## src/rtl/fetch_ifid_stage.sv

```systemverilog
// fetch_ifid_stage: IF stage and IF/ID pipeline register.
// The stage owns the PC and fetches from instruction memory with a req/ready handshake.
// - stall_pipeline holds the stage.
// - flush_pipeline squashes the IF/ID contents and redirects the PC to branch_target.
// - A one-entry skid buffer catches a word that returns while the pipeline is stalled.
// - The DRAIN state waits out the fetch that was in flight when a flush arrived.
// Ports:
//   clk, reset                      clock and synchronous active-high reset
//   stall_pipeline, flush_pipeline  hazard-unit controls
//   branch_target                   redirect address (low two bits are ignored)
//   imem_req/imem_addr/imem_ready/imem_rdata  instruction memory handshake
//   ifid_instr/ifid_pc/ifid_valid   IF/ID register presented to the ID stage
//   fetch_state                     debug: 00 FETCH, 01 FULL, 10 DRAIN
module fetch_ifid_stage #(
  parameter int unsigned        ADDR_W    = 32,
  parameter logic [ADDR_W-1:0]  RESET_PC  = '0,
  parameter logic [31:0]        NOP_INSTR = 32'hE1A0_0000
) (
  input  logic              clk,
  input  logic              reset,
  input  logic              stall_pipeline,
  input  logic              flush_pipeline,
  input  logic [ADDR_W-1:0] branch_target,
  output logic              imem_req,
  output logic [ADDR_W-1:0] imem_addr,
  input  logic              imem_ready,
  input  logic [31:0]       imem_rdata,
  output logic [31:0]       ifid_instr,
  output logic [ADDR_W-1:0] ifid_pc,
  output logic              ifid_valid,
  output logic [1:0]        fetch_state
);

  typedef enum logic [1:0] {
    ST_FETCH = 2'b00,
    ST_FULL  = 2'b01,
    ST_DRAIN = 2'b10
  } state_e;

  state_e            state_q, state_d;
  logic [ADDR_W-1:0] pc_q, pc_d;
  logic [ADDR_W-1:0] redirect_q, redirect_d;
  logic [31:0]       skid_instr_q, skid_instr_d;
  logic [ADDR_W-1:0] skid_pc_q, skid_pc_d;
  logic [31:0]       ifid_instr_d;
  logic [ADDR_W-1:0] ifid_pc_d;
  logic              ifid_valid_d;
  logic [ADDR_W-1:0] target_aligned;
  logic [ADDR_W-1:0] pc_inc;
  logic              xfer;

  // Handshake and address generation. No request is made from FULL or during reset.
  assign imem_req       = !reset && (state_q != ST_FULL);
  assign imem_addr      = pc_q;
  assign fetch_state    = state_q;
  assign xfer           = imem_req && imem_ready;
  assign target_aligned = branch_target & ~ADDR_W'(3);
  assign pc_inc         = pc_q + ADDR_W'(4);

  // State register and datapath registers.
  always_ff @(posedge clk) begin
    if (reset) begin
      state_q      <= ST_FETCH;
      pc_q         <= RESET_PC;
      redirect_q   <= '0;
      skid_instr_q <= '0;
      skid_pc_q    <= '0;
      ifid_instr   <= NOP_INSTR;
      ifid_pc      <= '0;
      ifid_valid   <= 1'b0;
    end else begin
      state_q      <= state_d;
      pc_q         <= pc_d;
      redirect_q   <= redirect_d;
      skid_instr_q <= skid_instr_d;
      skid_pc_q    <= skid_pc_d;
      ifid_instr   <= ifid_instr_d;
      ifid_pc      <= ifid_pc_d;
      ifid_valid   <= ifid_valid_d;
    end
  end

  // Next-state logic. Flush takes priority over stall in every state.
  always_comb begin
    state_d      = state_q;
    pc_d         = pc_q;
    redirect_d   = redirect_q;
    skid_instr_d = skid_instr_q;
    skid_pc_d    = skid_pc_q;
    ifid_instr_d = ifid_instr;
    ifid_pc_d    = ifid_pc;
    ifid_valid_d = ifid_valid;

    unique case (state_q)
      ST_FETCH: begin
        if (flush_pipeline) begin
          ifid_instr_d = NOP_INSTR;
          ifid_valid_d = 1'b0;
          if (xfer) begin
            pc_d = target_aligned;
          end else begin
            // The current request is still outstanding; retire it before redirecting.
            redirect_d = target_aligned;
            state_d    = ST_DRAIN;
          end
        end else if (stall_pipeline) begin
          if (xfer) begin
            skid_instr_d = imem_rdata;
            skid_pc_d    = pc_q;
            pc_d         = pc_inc;
            state_d      = ST_FULL;
          end
        end else if (xfer) begin
          ifid_instr_d = imem_rdata;
          ifid_pc_d    = pc_q;
          ifid_valid_d = 1'b1;
          pc_d         = pc_inc;
        end else begin
          ifid_instr_d = NOP_INSTR;
          ifid_valid_d = 1'b0;
        end
      end

      ST_FULL: begin
        if (flush_pipeline) begin
          pc_d         = target_aligned;
          ifid_instr_d = NOP_INSTR;
          ifid_valid_d = 1'b0;
          state_d      = ST_FETCH;
        end else if (!stall_pipeline) begin
          ifid_instr_d = skid_instr_q;
          ifid_pc_d    = skid_pc_q;
          ifid_valid_d = 1'b1;
          state_d      = ST_FETCH;
        end
      end

      ST_DRAIN: begin
        // The returned word belongs to the squashed path, so it is never used.
        ifid_instr_d = NOP_INSTR;
        ifid_valid_d = 1'b0;
        if (xfer) begin
          pc_d    = flush_pipeline ? target_aligned : redirect_q;
          state_d = ST_FETCH;
        end else if (flush_pipeline) begin
          redirect_d = target_aligned;
        end
      end

      default: begin
        state_d = ST_FETCH;
      end
    endcase
  end

endmodule
```

## config.mk

```make
export PLATFORM = sky130hd
export DESIGN_NAME = fetch_ifid_stage
export DESIGN_NICKNAME = d
export VERILOG_FILES = /design/src/rtl/fetch_ifid_stage.sv
export SDC_FILE = /design/constraint.sdc
export NUM_CORES = 1
export LEC_CHECK = 0
export CAP_MARGIN = 20
export CORE_UTILIZATION = 40
export CTS_CLUSTER_SIZE = 25
export DETAILED_ROUTE_END_ITERATION = 8
export GPL_TIMING_DRIVEN = 0
export PLACE_DENSITY = 0.65
export SKIP_CTS_REPAIR_TIMING = 1
export SYNTH_ARGS = -nofsm -noshare
export SYNTH_HDL_FRONTEND = slang
export SYNTH_SLANG_ARGS = --single-unit
```

## constraint.sdc

```tcl
create_clock -name clk -period 3.18 [get_ports clk]
set_clock_uncertainty 0.2 [all_clocks]
set_input_delay 0.318 -clock clk [delete_from_list [all_inputs] [get_ports clk]]
set_output_delay 0.318 -clock clk [all_outputs]
set_load 0.02 [all_outputs]
```

==> impl_metrics.ini <==
[placed_design]
pre_cts_slack_ps = -173
gp_congestion = 0.921
dp.cells = 1558
hpwl_um = 22000
io_buffers = 166

[route]
vias = 9064
route.met2.wl_um = 13900
dr.pass1.iters = 7
drt_wl_total_um = 30700
route.met3.wl_um = 2610
vias_per_cell = 5.70
drc = 7
top_layer_used = met4
met1_length_um = 13400
wire_per_inst_um = 19.3
drt_iter0_drc = 772
antenna_left = 0

[sta]
rsz0062_at_grt = false
maxSlewViolCount = 0
worst_pin_slew_ps = 848
max_slew_margin_pct = 43.4
maxClockFrequency_mhz = 322
post-route-min-period_ps = 3100
tns_ps = 0
holdWs_ps = 254
min_period_over_period_pct = 97.6
hold_viol_final = 0
finalSetupViolCount = 0
setup_slack_ps = 77.0

[setup_path]
path_class = reg2out
reg2reg_slack_ps = 150
cp-end-kind = output port
crit_arrival_ps = 2590
crit_path_start_kind = register
crit_fanout = 10
cp.required_ps = 2660

[cts]
cts_tree = yes
cts_root_buf = clkbuf_16
htreeDepth = 4
clk_latency_ps = 440
numCtsBuffers = 17
clk_pin_slew_ps = 80
clkSinkCount = 195
clk_path_buf_depth = 2

[die]
die_x_um = 152
die_area_um2 = 23200
start_util_pct = 41.1
io-pin-count = 169
die_h_um = 152
rows = 54
core-area_um2 = 22000

[finish]
fillers = 2095
antenna_cells = 0
nets = 1371
final_cell_count_no_fill = 1590
synthToLayoutAreaGrowth_pct = 29.7
drive_above_1_share_pct = 9.08

[grt]
grt_remaining_overflow = 0
grt_antenna_before_repair = 0
grt_max_degree = 18
grt_first_pass_wirelength_um = 48400
grtUsageTotal_pct = 26.7
grt_pass1_vias = 8528

[yosys]
synth_warnings = 0
synth_area_um2 = 9030
synth_edf_count = 0
synthArstFlopShare_pct = 0
synthFlopType = dfxtp_1
syn_area_per_cell_um2 = 8.12
synth_nets = 1186
syn_inst = 1112
ys_ff_latch = 195
synthDistinctLibCells = 66
ys_seq_area_share_pct = 43.2

[power]
swShare_pct = 29.6
switching_power_mw = 1.86
worst_ir_drop_vdd_mv = 0.337
power.total_mw = 6.27
intPower_mw = 4.41
power.density_nw_per_um2 = 535
clkPwrFrac_pct = 38.5
power.leakage_nw = 3.93
p_comb_share_pct = 18.6
pwr-share-seq_pct = 42.8

[hold_path]
hp-class = reg2reg

[flow_run]
cap_violations = 0

[status]
status = finished, violations left
failed_checks = design-rule violations
-- flip-flops by register name (all words and copies together) (netlist names) --
name,cells
fetch_state,2
ifid_valid,1
skid_pc_q,32
ifid_instr,32
skid_instr_q,32
imem_addr,32
ifid_pc,32
redirect_q,32
-- cells by family (layout without fill, tap and decap cells) --
kind of cell	after synthesis	in the layout	synth area share, %
compound gates	315	315	23.9
xor+xnor	6	6	0.582
fa+ha+maj	5	5	0.693
buf+inv	113	311	5.70
flops	195	195	43.2
mux	40	40	4.49
simple gates	438	438	21.4
-- cells in the mapped netlist (23+ instances only) --
| master | count | share of area (%) |
|---|---|---|
| nand2_1 | 234 | 9.7 |
| dfxtp_1 | 195 | 43 |
| a21oi_1 | 139 | 7.7 |
| nor2_1 | 77 | 3.2 |
| clkbuf_1 | 62 | 2.6 |
| nor3_1 | 38 | 2.1 |
| o21ai_0 | 37 | 2.1 |
| mux2i_1 | 36 | 4.0 |
| a221oi_1 | 32 | 3.1 |
| a211oi_2 | 28 | 3.9 |
| nand3_1 | 28 | 1.6 |
| buf_2 | 23 | 1.3 |
-- final cells by class --
class,instances,area [um^2],share of cell area [%]
Tap cell,280,350,2.99
Inverter,11,41.3,0.353
Timing Repair Buffer,166,1660,14.2
Buffer,102,478,4.08
Clock buffer,20,457,3.90
Multi-Input combinational cell,804,4620,39.5
Sequential cell,195,3910,33.3
Clock inverter,12,193,1.65
-- power by group through the flow --
stage	registers, mW	clock network, mW	logic (mW)
2_1_floorplan	2.81	0	0.555
3_3_place_gp	2.74	0	1.14
3_5_place_dp	2.74	0	1.14
4_1_cts	2.68	2.43	1.15
5_1_grt	2.70	2.54	1.25
6_report	2.69	2.42	1.17
-- cells in the final DEF, fill, tap and decap left out, types with 3 or more instances in the layout --
master	count
dfxtp_1	194
a211oi_2	28
a221oi_1	32
a22o_1	8
a21oi_1	139
mux2i_1	36
buf_2	24
or3_1	4
and3_1	10
buf_1	3
nor4_1	9
nand3_1	28
clkbuf_16	17
xnor2_1	3
ha_1	5
clkbuf_2	4
inv_1	11
xor2_1	3
clkbuf_1	61
nor2_1	76
o21ai_0	37
nand2b_1	5
a21o_1	7
buf_4	6
clkdlybuf4s50_1	166
mux2_2	4
a41oi_1	3
inv_8	3
o211ai_1	8
a31oi_1	6
nor3_1	38
a211oi_1	11
a22oi_1	14
bufinv_16	4
nand4_1	9
nand2_1	234
buf_6	5
-- metrics by stage --
step           cell area (um^2)  util, %
2_1_floorplan              9030        -
3_3_place_gp              11000     50.3
3_5_place_dp              11000     50.3
4_1_cts                   11700     53.2
5_1_grt                   11700     53.3
6_report                  11700     53.3
-- worst paths after layout --
check	to	cells past startpoint	start
worst max-delay path	imem_req	6	fetch_state[0]
worst min-delay path	skid_instr_q[29]	2	skid_instr_q[29]
worst max register to register	imem_addr[24]	9	fetch_state[0]
worst min register to register	skid_instr_q[29]	2	skid_instr_q[29]
-- critical path, stage by stage (launching register included) --
cell and delay, ps:
dfxtp_1 460, ha_1 200, buf_6 150, buf_2 300
buf_2 350, nor2_1 110, clkdlybuf4s50_1 570
-- per-layer routing --
layer  vias to the layer above  global-route usage [%]
met5                         -                       0
met4                         0                    9.91
met3                        52                    5.63
met2                       425                    42.1
met1                      4273                    35.7
li1                       4314                       -
Power figures use the tool's default switching activity.
